### config.mk
export PLATFORM = sky130hd
export DESIGN_NAME = mux_rr_arbiter
export DESIGN_NICKNAME = d
export VERILOG_FILES = /design/src/rtl/mux_rr_arbiter.sv
export SDC_FILE = /design/constraint.sdc
export NUM_CORES = 1
export LEC_CHECK = 0
export ABC_AREA = 0
export CAP_MARGIN = 20
export CORE_MARGIN = 2
export CORE_UTILIZATION = 55
export CTS_CLUSTER_SIZE = 8
export DETAILED_ROUTE_END_ITERATION = 8
export DONT_BUFFER_PORTS = 1
export GPL_TIMING_DRIVEN = 0
export PLACE_DENSITY = 0.7
export SETUP_SLACK_MARGIN = 0.05
export SYNTH_ARGS = -nofsm -noshare
export SYNTH_HDL_FRONTEND = slang
export SYNTH_SLANG_ARGS = --single-unit
### constraint.sdc
create_clock -name clk -period 2 [get_ports clk]
set_input_delay 0.3 -clock clk [delete_from_list [all_inputs] [get_ports clk]]
set_output_delay 0.3 -clock clk [all_outputs]
set_load 0.01 [all_outputs]
### src/rtl/mux_rr_arbiter.sv
// mux_rr_arbiter
//   Round-robin arbiter and sequencer for a shared 4:1 data multiplexer.
//   One of four requesters is granted at a time. The mux select is driven
//   from the grant, and the selected data is registered onto `out` with a
//   valid flag. Grant tenure is bounded by MAX_HOLD cycles while other
//   requests are pending.
//
//   Optional feature macro: MUX_ARB_LOCK_EN
//     When it is defined, a `lock` input extends the current grant past
//     MAX_HOLD for as long as the holder keeps requesting.
//
//   Parameters:
//     WIDTH    - data width of a, b, c, d and out
//     MAX_HOLD - consecutive grant cycles before a forced rotation (1..15)
//
//   Ports:
//     clk       - clock; all state updates on the rising edge
//     rst       - synchronous active-high reset
//     req[3:0]  - request lines; bit i requests source i
//     a,b,c,d   - data for sources 0..3
//     lock      - (MUX_ARB_LOCK_EN only) keep the current grant
//     grant     - one-hot grant, or 0 when idle
//     sel       - encoded granted index; holds its last value when idle
//     out       - registered data from the selected source
//     out_valid - out holds data from a granted source
//     busy      - |grant
module mux_rr_arbiter #(
   parameter int unsigned WIDTH    = 3,
   parameter int unsigned MAX_HOLD = 4
) (
   input  logic             clk,
   input  logic             rst,
   input  logic [3:0]       req,
   input  logic [WIDTH-1:0] a,
   input  logic [WIDTH-1:0] b,
   input  logic [WIDTH-1:0] c,
   input  logic [WIDTH-1:0] d,
`ifdef MUX_ARB_LOCK_EN
   input  logic             lock,
`endif
   output logic [3:0]       grant,
   output logic [1:0]       sel,
   output logic [WIDTH-1:0] out,
   output logic             out_valid,
   output logic             busy
);

   localparam logic [3:0] HOLD_MAX = 4'(MAX_HOLD);

   typedef enum logic {IDLE, GRANT} state_t;

   state_t     state, state_n;
   logic [3:0] grant_n;
   logic [1:0] sel_n;
   logic [3:0] hold_cnt, hold_n;
   logic [1:0] last, last_n;
   logic       lock_hold;
   logic [3:0] cand_req;
   logic       win_found;
   logic [1:0] win_idx;

`ifdef MUX_ARB_LOCK_EN
   assign lock_hold = lock;
`else
   assign lock_hold = 1'b0;
`endif

   // First set bit of r searching cyclically from ptr+1.
   function automatic logic [2:0] rr_pick(input logic [3:0] r, input logic [1:0] ptr);
      logic       found;
      logic [1:0] idx;
      logic [1:0] cand;
      found = 1'b0;
      idx   = '0;
      for (int unsigned i = 1; i <= 4; i++) begin
         cand = ptr + 2'(i);
         if (!found && r[cand]) begin
            found = 1'b1;
            idx   = cand;
         end
      end
      return {found, idx};
   endfunction

   // The holder is always excluded: in IDLE grant is 0, on release its req
   // is already 0, and on expiry it must be skipped. One search covers all.
   assign cand_req = req & ~grant;
   assign {win_found, win_idx} = rr_pick(cand_req, last);

   always_comb begin
      state_n = state;
      grant_n = grant;
      sel_n   = sel;
      hold_n  = hold_cnt;
      last_n  = last;
      unique case (state)
         IDLE: begin
            if (win_found) begin
               state_n = GRANT;
               grant_n = 4'b0001 << win_idx;
               sel_n   = win_idx;
               hold_n  = 4'd1;
               last_n  = win_idx;
            end
         end
         GRANT: begin
            if (!req[sel] || (hold_cnt >= HOLD_MAX && !lock_hold)) begin
               if (win_found) begin
                  grant_n = 4'b0001 << win_idx;
                  sel_n   = win_idx;
                  hold_n  = 4'd1;
                  last_n  = win_idx;
               end else if (!req[sel]) begin
                  state_n = IDLE;
                  grant_n = '0;
                  hold_n  = '0;
               end else begin
                  hold_n  = 4'd1;
               end
            end else begin
               hold_n = (hold_cnt < HOLD_MAX) ? hold_cnt + 4'd1 : HOLD_MAX;
            end
         end
         default: state_n = IDLE;
      endcase
   end

   always_ff @(posedge clk) begin
      if (rst) begin
         state    <= IDLE;
         grant    <= '0;
         sel      <= '0;
         hold_cnt <= '0;
         last     <= 2'd3;
      end else begin
         state    <= state_n;
         grant    <= grant_n;
         sel      <= sel_n;
         hold_cnt <= hold_n;
         last     <= last_n;
      end
   end

   logic [WIDTH-1:0] mux_data;

   always_comb begin
      mux_data = a;
      unique case (sel)
         2'd0: mux_data = a;
         2'd1: mux_data = b;
         2'd2: mux_data = c;
         2'd3: mux_data = d;
         default: mux_data = a;
      endcase
   end

   always_ff @(posedge clk) begin
      if (rst) begin
         out       <= '0;
         out_valid <= 1'b0;
      end else if (|grant) begin
         out       <= mux_data;
         out_valid <= 1'b1;
      end else begin
         out_valid <= 1'b0;
      end
   end

   assign busy = |grant;

endmodule

== After elaboration in Yosys (flattened, before gate mapping) ==
Index checks and enable logic that the tools add are counted.

* Flip-flop bits (word level): 17
* Latch bits: 0
* Memory bits (writable): 0
* Bits in read-only memories: 0
* Input port bits: 18
* Output and inout port bits: 11
* Logic and storage cells: 81
* Memories: 0

* $add $sub $neg: 4
* Multiply operators: 0
* Divide/modulo/power cells: 0
* Magnitude comparators: 7
* Equality and inequality tests: 6
* Shift-type cells: 1
* Mux-type cells: 42
* Bitwise operators: 3
* Reduce and logical (&&, ||, !) cells: 11

{| class="wikitable"
|+ Operator list
! operator !! number
|-
| $mux W4 || 7
|-
| $mux W1 || 16
|-
| $mux W2 || 8
|-
| $pmux W4 S2 || 2
|-
| $lt A2 B3 Y1 const B || 5
|-
| $pmux W3 S4 || 1
|-
| $bmux W1 S2 || 5
|-
| $pmux W2 S2 || 2
|-
| $add A2 B2 Y2 const B || 2
|-
| $add A4 B1 Y4 const B || 1
|-
| $and A4 B4 Y4 || 1
|-
| $eq A2 B2 Y1 const B || 2
|-
| $ge A4 B3 Y1 const B || 1
|-
| $logic_not A1 Y1 || 4
|-
| $lt A4 B3 Y1 const B || 1
|-
| $not A4 Y4 || 1
|-
| $reduce_or A4 Y1 || 1
|-
| $shl A1 B2 Y4 const A || 1
|-
| $logic_and A1 B1 Y1 || 3
|-
| $ne A3 B3 Y1 const B || 1
|-
| $reduce_and A3 Y1 || 1
|-
| $add A2 B1 Y2 const B || 1
|-
| $eq A2 B1 Y1 const B || 1
|-
| $logic_not A2 Y1 || 1
|-
| 5 further kinds || 5
|}

== Logic depth before layout (Yosys ltp) ==
Gate-level depths: netlist of run 1.

* Depth in word-level cells: 18
* Mapped depth: 4
* Mapped depth without buffers: 4

== Worst setup path after synthesis of run 1 ==
No wires, ideal clock.

* Path type: register -> register
* Start point: reg sel[1]
* End point: reg grant[0]
* Library setup time: 0.060 ns
* Arrival: 1.656 ns
* Required time: 1.940 ns
* Slack: 0.284 ns
* Stages on the path, launching flop included: 5
* Buffers on the path: 0
* Clock period less this slack: 1.716 ns
* Path through: dfxtp_1 -> mux4_2 -> and3_4 -> nor4_4 -> a22o_1

* Cells in the longest elaborated chain, start to end: 6
* Elaborated cells between the ends (all ways): 7
* Classes of those cells: eq/ne (2); mux (2); reduce/logical (3)

{| class="wikitable"
|+ RTL lines
! element !! RTL line !! source
|-
| from (decl) || 42 || <nowiki>output logic [1:0] sel,</nowiki>
|-
| from (signal assigned) || 138 || <nowiki>sel <= sel_n;</nowiki>
|-
| $bmux W1 S2 * || 107, 113 ||
|-
| $mux W1 (not written as such) * || 107, 113 ||
|-
| $logic_not A1 Y1 || -- ||
|-
| $logic_or A1 B1 Y1 || 107 || <nowiki>if (!req[sel] || (hold_cnt >= HOLD_MAX && !lock_hold)) begin</nowiki>
|-
| $ne A2 B1 Y1 (no source line) || -- ||
|-
| $reduce_and A3 Y1 (no source line) * || -- ||
|-
| to (signal assigned) || 137 || <nowiki>grant <= grant_n;</nowiki>
|-
| to (decl) || 41 || <nowiki>output logic [3:0] grant,</nowiki>
|}

Mark *: on every way between the ends. The rest lies on a longest branch, timed or not. The select of a mux whose other input is x is not followed.
A chain may end at the register's enable or synchronous reset.

== Final worst setup path of run 1 ==
* Start point: reg grant[2]
* End point: reg grant[1]

* Cells in the longest elaborated chain, start to end: 18
* Elaborated cells between the ends (all ways): 32
* Classes of those cells: eq/ne (2); shift (1); mux (20); bitwise (2); reduce/logical (7)

{| class="wikitable"
|+ RTL lines
! element !! RTL line !! source
|-
| $not A4 Y4 * || 87 || <nowiki>assign cand_req = req & ~grant;</nowiki>
|-
| $and A4 B4 Y4 * || 87 ||
|-
| $bmux W1 S2 || 77 || <nowiki>if (!found && r[cand]) begin</nowiki>
|-
| $mux W1 (not written as such) || 77 ||
|-
| $mux W1 || 77 ||
|-
| $logic_not A1 Y1 || 77 ||
|-
| $logic_and A1 B1 Y1 || 77 ||
|-
| $mux W1 || 77 ||
|-
| [... 2 more ...] || -- ||
|-
| $mux W1 || 77 ||
|-
| $logic_not A1 Y1 || 77 ||
|-
| $logic_and A1 B1 Y1 || 77 ||
|-
| $mux W2 || 77 ||
|-
| $shl A1 B2 Y4 || 100, 109 ||
|-
| $mux W4 || 108 || <nowiki>if (win_found) begin</nowiki>
|-
| $mux W4 || 107 ||
|-
| $pmux W4 S2 || 96 || <nowiki>unique case (state)</nowiki>
|}

Marked as above.

==> out/qor.yml, run 1 <==
die:
  die_area_um2: 2010
  core_um2: 1540
  num_rows: 14
  start_util: 0.594
  ioPinCount: 29
  die_x_um: 44.8
  die_h_um: 44.8
final_layout:
  fill_cells: 131
  n_antenna_cell: 0
  regArea_um2: 342
  nets: 112
  areaGrowthSynthToFinish_pct: 6.69
  multiInputGateArea_um2: 571
  drive_gt1_frac: 0.130
  final_util: 0.634
synthesis:
  synthTopCellsByCount: "17 x dfxtp_1, 9 x nor2_1, 7 x a21oi_1"
  avgSynthCellArea_um2: 10.4
  synth_edf_count: 0
  synth_most_common_cell: "dfxtp_1"
  yosysTopAreaCell: "dfxtp_1"
  synth.area.top_cells: "dfxtp_1 37%, mux4_1 8.6%, a21oi_1 3.8%, nor2_1 3.7%, mux2i_1 3.3%"
  syn_area_um2: 916
  ys_ff_latch: 17
  synth_async_sr_flop_share: 0
  ys_types: 39
  yosysSeqAreaShare: 0.372
  syn-num-nets: 107
  ys.warnings.count: 0
  synthFlopType: "dfxtp_1"
  synth_cells: 88
  netlist.area_leader.share: 0.372
global_route:
  antenna_found_initial: 0
  grt.total_usage: 0.227
  grt_use_met3: 0.0640
  grt.busiest_layer: "met2"
  use_met2: 0.354
  grtUsageMet1: 0.331
  grt_pass1_vias: 720
  grt_pass1_wl_um: 3420
  grt-ovfl-total: 0
  grt_start_max_net_pins: 11
routing:
  detail-route-antenna-nets: 0
  drt-total-wl_um: 1960
  avgViaCountPerCell: 6.91
  drt-initial-drc-count: 17
  dr.pass1.iters: 4
  wl_per_cell_um: 18.2
  via_count: 746
  route.detailed.drc: 0
setup_path:
  crit_path_max_incr_delay_ps: 450
  cp-end-kind: "flip-flop"
  required_ps: 2230
  crit_start: "grant[2]"
  arrival_ps: 2070
  path_cells: "nand2b_1, nand4_1, a211oi_4, a22o_1"
  path_max_fanout: 9
  cp-start-kind: "flip-flop"
  worstSetupPathType: "reg2reg"
  cp.buffers_inverters: 0
  cp_slowest_cell: "dfxtp_1"
  reg2reg_depth: 4
  reg2reg_slack_ps: 160
  reg2reg_to: "grant[1]"
  reg2reg_from: "grant[2]"
  cp_top_family: "simple AND/OR/NAND/NOR gates"
clock_tree:
  cts_buffers: 3
  clk_latency_ps: 280
  cts-htree-levels: 1
  cts.sinks: 17
  cts_tree: "done"
  clk_path_buf_depth: 2
  clk_pin_slew_ps: 90
  post_cts_buffers: 0
  root_buffer: "clkbuf_4"
power_and_ir_drop:
  peakVddDrop_uv: 520
  p_total_w: 0.00108
  p_per_area_nw_per_um2: 1100
  p_leak_nw: 0.374
sta:
  postLayoutSetupSlackWorst_ps: 162
  max_freq_ghz: 0.544
  rsz0062_at_grt: "yes"
  setup_tns_ps: 0
  slew_headroom: 0.562
  finClkSkew_ps: 5.42
  period_share: 0.919
  fin_crit_ps: 1840
  final_hold_viol_count: 0
  finalSetupViolCount: 0
  slew_viol_final: 0
  worstMarginPinSlew_ps: 652
placement:
  io_buffer_count: 0
  pre_cts_ws_ps: 152
  place_hpwl_um: 1530
  gp_congestion: 0.898
job:
  max_cap_viol_count: 0
min_path:
  hold_depth: 2
  hold_end: "grant[3]"
  hold_path.class: "in2reg"
  holdCritStartpoint: "rst"
status:
  status: "finished clean"
## layer usage
metal	part of all wire	wire (um)
met5	0	0
met4	0.0087	17
met3	0.066	130
met2	0.46	901
met1	0.47	915
## how the worst max path moves through the flow
stage	slack, ps	depth (start not counted)	to
CTS	130	4	grant[1]
detailed placement	150	4	grant[1]
global placement	140	4	last[1]
global route	40	4	grant[1]
finish	160	4	grant[1]
floorplan	280	4	grant[0]
## sequential cells by signal (all words and copies together), names as in the netlist
register / count
hold_cnt: 4
grant: 4
out: 3
out_valid: 1
last: 2
sel: 2
state: 1
## where the power goes
part	leakage, nW	internal (W)	total (W)	switching [W]
sequential	0.140	0.000412	0.000525	0.000113
clock	0.0150	0.0000773	0.000182	0.000105
combinational	0.218	0.000175	0.000369	0.000194
total	0.374	0.000664	0.00108	0.000412
## cell usage in the layout (no fill, tap or decap), types with 3 or more instances in the layout
master,count
nand2b_1,4
mux4_1,3
dfxtp_1,16
mux2i_1,3
clkbuf_4,3
a21oi_1,7
nor2_1,9
inv_1,4
## stage by stage
step                hold slack (ps)  instances  area, um2
floorplan                       445         88        916
global placement                478        104        936
detailed placement              482        104        936
CTS                             187        108        962
global route                    193        108        977
finish                          198        108        977
## cell type report
type | instances | share of cell area
inverters | 4 | 0.0154
flip-flops and latches | 17 | 0.350
well taps | 16 | 0.0205
plain buffers | 1 | 0.00384
multi-input cells | 66 | 0.584
clock buffers | 4 | 0.0269
## logic make-up (layout without fill, tap and decap cells)
group,Yosys count,count (layout),share of synthesized area
flops,17,17,0.372
mux,7,7,0.143
fa+ha+maj,1,1,0.0137
buf+inv,5,9,0.0205
simple gates,31,31,0.228
compound gates,27,27,0.223
## worst register-to-register path, cell delays in order (launching register included)
cell,delay [ps]
dfxtp_1,450
nand2b_1,290
nand4_1,420
a211oi_4,450
a22o_1,180
## timing repair
| action | 4_1_cts | 5_1_grt |
|---|---|---|
| setup endpoints to repair | 0 | 6 |
| resized for setup | 0 | 3 |
| hold buffers | 0 | 0 |
(Power assumes the default switching activity.)
==> inputs of run 2 (changes only) <==
- CORE_MARGIN: 2 -> 10
- SLEW_MARGIN: not set -> 20
==> run 2 against run 1 <==
Compared with the run above: worst setup slack better by 32 ps; register-to-register slack better by 30 ps; clock skew fell by 3.8 ps; sequential cell count did not move; largest cell class unchanged; largest power group unchanged.
==> out/qor.yml, run 2 (same netlist as run 1, synthesis figures left out) <==
status:
  status: "finished clean"
final_layout:
  areaGrowthSynthToFinish_pct: 9.15
  drive_gt1_frac: 0.158
  top_regs: "grant: 4 flops, hold_cnt: 4 flops, out: 3 flops"
  final_util: 0.649
  final_common_cell: "dfxtp_1"
  nets: 115
  layout_common_cells: "16 x dfxtp_1, 9 x nor2_1, 7 x a21oi_1"
  fill_cells: 129
  n_antenna_cell: 0
die:
  start_util: 0.594
  die_h_um: 60.8
  die_x_um: 60.8
  num_rows: 14
  ioPinCount: 29
  die_area_um2: 3700
  core_um2: 1540
setup_path:
  cp-start-kind: "flip-flop"
  worstSetupPathType: "reg2reg"
  path_max_fanout: 6
  required_ps: 2180
  cp-end-kind: "flip-flop"
  arrival_ps: 1990
sta:
  final_hold_viol_count: 0
  slew_headroom: 0.600
  finClkSkew_ps: 1.61
  setup_tns_ps: 0
  worstMarginPinSlew_ps: 595
  max_freq_ghz: 0.554
  hold_ws_ps: 186
  period_share: 0.903
  rsz0062_at_grt: "no"
  fin_crit_ps: 1810
  finalSetupViolCount: 0
  slew_viol_final: 0
global_route:
  grt_pass1_wl_um: 3260
  grt.total_usage: 0.116
  grt_pass1_vias: 716
  grt-ovfl-total: 0
  antenna_found_initial: 0
  grt_start_max_net_pins: 11
job:
  max_cap_viol_count: 0
routing:
  drt-total-wl_um: 2170
  via_count: 760
  avgViaCountPerCell: 6.85
  wl_per_cell_um: 19.6
  dr.pass1.iters: 4
  route.detailed.drc: 0
  detail-route-antenna-nets: 0
  drt-initial-drc-count: 25
placement:
  place_hpwl_um: 1680
  io_buffer_count: 0
  gp_congestion: 0.936
power_and_ir_drop:
  peakVddDrop_uv: 623
  p_per_area_nw_per_um2: 1090
  p_leak_nw: 0.387
clock_tree:
  clk_latency_ps: 290
  clk_pin_slew_ps: 90
  cts.sinks: 17
  cts_tree: "done"
  root_buffer: "clkbuf_4"
  cts_buffers: 3
  clk_path_buf_depth: 2
  cts-htree-levels: 1
min_path:
  hold_path.class: "in2reg"
-- run 2: changes by cell type in the layout (fill, tap and decap cells not counted) --
cell,before,now
buf_4,0,3
-- run 2: cell type report --
type	count	area, um2	share of cell area
sequential	17	342	0.342
tap	16	20.0	0.0200
inverter	4	15.0	0.0150
clock buffer	4	26.3	0.0263
timing repair buffer	3	22.5	0.0225
buffer	1	3.75	0.00375
multi-input combinational	66	571	0.571
-- run 2: path summary, 6_finish.rpt --
kind	start	end	slack (ps)	cells after the start
min reg2reg	hold_cnt[3]	hold_cnt[3]	490	1
min	rst	grant[2]	190	2
max	sel[1]	last[1]	190	4
max reg2reg	sel[1]	last[1]	190	4
-- run 2: where the power goes --
| group | internal, W | switching, W | total, W |
|---|---|---|---|
| Combinational | 0.000182 | 0.000197 | 0.000379 |
| Sequential | 0.000412 | 0.000114 | 0.000526 |
| Clock | 0.0000776 | 0.000105 | 0.000183 |
| Total | 0.000672 | 0.000416 | 0.00109 |
-- run 2: worst max-delay path, cell delays in order (launching register included) --
cell,delay [ps]
dfxtp_2,430
mux4_2,600
and3_4,240
nor3_1,310
o21ai_1,110
-- run 2: stage by stage --
stage / power, W / instances / area [um2] / setup slack (ps)
3_3_place_gp: 0.000885 / 104 / 936 / 121
3_5_place_dp: 0.000892 / 104 / 936 / 124
5_1_grt: 0.00116 / 111 / 1000 / 141
6_report: 0.00109 / 111 / 1000 / 194
4_1_cts: 0.00107 / 108 / 962 / 106
2_1_floorplan: 0.000813 / 88 / 916 / 284
-- run 2: repair_timing --
item | in CTS | in global routing
setup endpoints to repair | 0 | 7
hold buffers | 0 | 0
gates resized for setup | 0 | 3
setup buffers | 0 | 3
-- run 2: layer usage --
layer | vias to the layer above | GRT usage | wire, um
li1 | 367 | - | -
met1 | 362 | 0.136 | 911
met2 | 27 | 0.157 | 1000
met3 | 4 | 0.0689 | 228
met4 | 0 | 0.0690 | 29
met5 | - | 0 | 0
==> inputs of run 3 (changes only) <==
- ABC_AREA: 0 -> 1
- CORE_ASPECT_RATIO: not set -> 0.75
- PLACE_DENSITY: 0.7 -> 0.73
- clock period: 2 -> 1.6 ns (I/O delays scaled with it)
==> run 3 against run 2 <==
Compared with the run above: the run now ends with negative setup slack left; maximum frequency is 0.26% higher; critical path depth increased by 7; core utilization up 11 points; clock power grew 31%; worst setup slack worse by 400 ps; design area is 53% higher; routed wire length up 74%; first-iteration DRC count increased to 4.6 times the previous value; clock-buffer cell count is 1 lower; hold slack worse by 87 ps; via count is 74% higher; critical path type unchanged; critical endpoint is now grant[1].
==> out/qor.yml, run 3 <==
final_layout:
  final_common_cell: "nand2_1"
  areaGrowthSynthToFinish_pct: 30.9
  layout_common_cells: "36 x nand2_1, 17 x nand2_2, 15 x inv_1, 15 x nand3_1, 13 x nand3_2"
  drive_gt1_frac: 0.438
  n_antenna_cell: 0
  postLayoutCellArea_um2: 1530
  nets: 214
  top_regs: "grant: 4 flops, hold_cnt: 4 flops, out: 3 flops"
setup_path:
  path_max_fanout: 7
  crit_path_max_incr_delay_ps: 330
  worstSetupPathType: "reg2reg"
  cp_slowest_cell: "dfxtp_2"
  reg2reg_to: "grant[1]"
  arrival_ps: 2030
  cp_top_family: "simple AND/OR/NAND/NOR gates"
  cp-start-kind: "flip-flop"
  path_cells: "buf_6, buf_4, nand3_1, nand3_2, nand2_4, nand3_4, nor2_8, o21ai_2, nand2_2, nand2_2, a21oi_2"
  reg2reg_depth: 11
  cp.buffers_inverters: 2
  crit_top_cell: "nand2_2"
  reg2reg_slack_ps: -200
  cp-end-kind: "flip-flop"
  reg2reg_from: "last[0]"
  required_ps: 1830
routing:
  dr.pass1.iters: 5
  detail-route-antenna-nets: 0
  drt-initial-drc-count: 116
  route.detailed.drc: 0
  drt-total-wl_um: 3780
  via_count: 1319
  wl_per_cell_um: 17.3
  avgViaCountPerCell: 6.05
sta:
  finalSetupViolCount: 12
  setup_tns_ps: -1630
  max_freq_ghz: 0.555
  period_share: 1.13
  slew_headroom: 0.645
  worstMarginPinSlew_ps: 532
  finClkSkew_ps: 1.50
  final_hold_viol_count: 0
  rsz0062_at_grt: "yes"
  fin_crit_ps: 1800
  slew_viol_final: 0
  postLayoutSetupSlackWorst_ps: -201
synthesis:
  ys_types: 29
  ys_ff_latch: 17
  netlist.area_leader.share: 0.291
  synth-simple-area-share: 0.461
  synth_top_family_by_area: "simple AND/OR/NAND/NOR gates"
  synth-xor-area-share: 0
  synth-compound-area-share: 0.148
  yosysSeqAreaShare: 0.291
  synth_async_sr_flop_share: 0
  synth_cells: 177
  synth_fa_ha_area_frac: 0.0107
  synth.area.top_cells: "dfxtp_1 29%, nand2_1 16%, nand3_1 12%, inv_1 5.5%, nand3_2 4.3%"
  yosysTopAreaCell: "dfxtp_1"
  avgSynthCellArea_um2: 6.60
  synth_edf_count: 0
  syn-num-nets: 196
  synthFlopType: "dfxtp_1"
  syn_area_um2: 1170
  ys.warnings.count: 0
  synthTopCellsByCount: "49 x nand2_1, 28 x nand3_1, 17 x dfxtp_1, 17 x inv_1, 10 x nor2_1"
  synth_most_common_cell: "nand2_1"
  synthMuxAreaShare: 0
min_path:
  holdCritStartpoint: "a[0]"
  hold_path.class: "in2reg"
  hold_end: "out[0]"
  hold_depth: 2
power_and_ir_drop:
  p_per_area_nw_per_um2: 2310
  p_leak_nw: 0.677
  peakVddDrop_uv: 1700
clock_tree:
  cts.sinks: 17
  root_buffer: "clkbuf_4"
  cts_tree: "done"
  clk_path_buf_depth: 2
  clk_latency_ps: 300
  clk_pin_slew_ps: 100
  cts_buffers: 3
  cts-htree-levels: 1
die:
  ioPinCount: 29
  num_rows: 14
  die_h_um: 59.9
  start_util: 0.580
  core_um2: 2010
  die_area_um2: 4390
  die_x_um: 73.2
job:
  max_cap_viol_count: 0
placement:
  gp_congestion: 0.924
  io_buffer_count: 0
  place_hpwl_um: 2410
  place_area_um2: 1200
global_route:
  grt.total_usage: 0.156
  grt_pass1_wl_um: 5490
  grt-ovfl-total: 0
  antenna_found_initial: 0
  grt_pass1_vias: 1195
  grt_start_max_net_pins: 11
status:
  status: "finished, violations left"
  violations: "negative setup slack"
## run 3: cell types whose count changed after synthesis, moves of 3 or more
cell,delta
nand2_1,+47
nand3_1,+27
inv_1,+13
nand2_2,+6
o21ai_0,+6
a21oi_2,+4
nand2b_1,-4
nand3_2,+4
inv_2,+3
mux2i_1,-3
mux4_1,-3
o211ai_1,+3
## run 3: kinds of logic (layout without fill, tap and decap cells)
logic type / after synthesis / count (layout)
AOI/OAI and AO/OA: 28 / 28
adders and majority gates: 1 / 1
buffers and inverters: 24 / 40
DFF: 17 / 17
and+or+nand+nor: 107 / 108
## run 3: routing by layer
metal	share of wire	GRT usage	wire, um
met5	0	0	0
met4	0.016	0.0459	61
met3	0.12	0.0579	444
met2	0.47	0.237	1770
met1	0.40	0.198	1500
## run 3: worst reg2reg max path, stage by stage, from the launching register on
cell and delay [ps]:
dfxtp_2 330, buf_6 130, buf_4 140, nand3_1 150, nand3_2 140, nand2_4 110, nand3_4 120, nor2_8 210
o21ai_2 90, nand2_2 130, nand2_2 70, a21oi_2 130
## run 3: report_power, final
group | leakage, nW | internal (W) | switching (W)
clock network | 0.0177 | 0.0000933 | 0.000146
logic | 0.517 | 0.000965 | 0.00158
registers | 0.143 | 0.000567 | 0.000184
## run 3: worst max path at each step
| stage | from | to | slack [ps] | depth (start not counted) |
|---|---|---|---|---|
| after global placement | sel[1] | sel[0] | -160 | 8 |
| after CTS | last[0] | grant[1] | -90 | 12 |
| final | last[0] | grant[1] | -200 | 11 |
| after detailed placement | sel[1] | grant[1] | -210 | 8 |
| after global routing | grant[3] | grant[1] | -270 | 10 |
| after floorplan | sel[1] | sel[1] | 60 | 9 |
## run 3: per-stage QoR
step | hold WS [ps] | std cells | util | setup slack [ps] | power, W
6_report | 98.6 | 218 | 0.760 | -201 | 0.00353
5_1_grt | 105 | 218 | 0.760 | -267 | 0.00377
4_1_cts | 96.8 | 214 | 0.688 | -88.7 | 0.00300
3_5_place_dp | 408 | 201 | 0.595 | -208 | 0.00239
3_3_place_gp | 401 | 201 | 0.595 | -162 | 0.00234
2_1_floorplan | 393 | 177 | - | 61.5 | 0.00208
## run 3: repair_timing
item	CTS	global route
pin swaps	15	10
gates resized for setup	29	28
setup buffers	8	4
hold buffers	0	0
cloned	1	0
setup endpoints to repair	16	14
## run 3: cell type report
| cell class | instances | area (um2) |
|---|---|---|
| plain buffers | 3 | 30.0 |
| clock buffers | 3 | 22.5 |
| clock inverters | 1 | 5.00 |
| fillers | 135 | 484 |
| inverters | 21 | 83.8 |
| multi-input cells | 137 | 911 |
| flip-flops and latches | 17 | 358 |
| well taps | 24 | 30.0 |
| repair buffers | 12 | 90.1 |
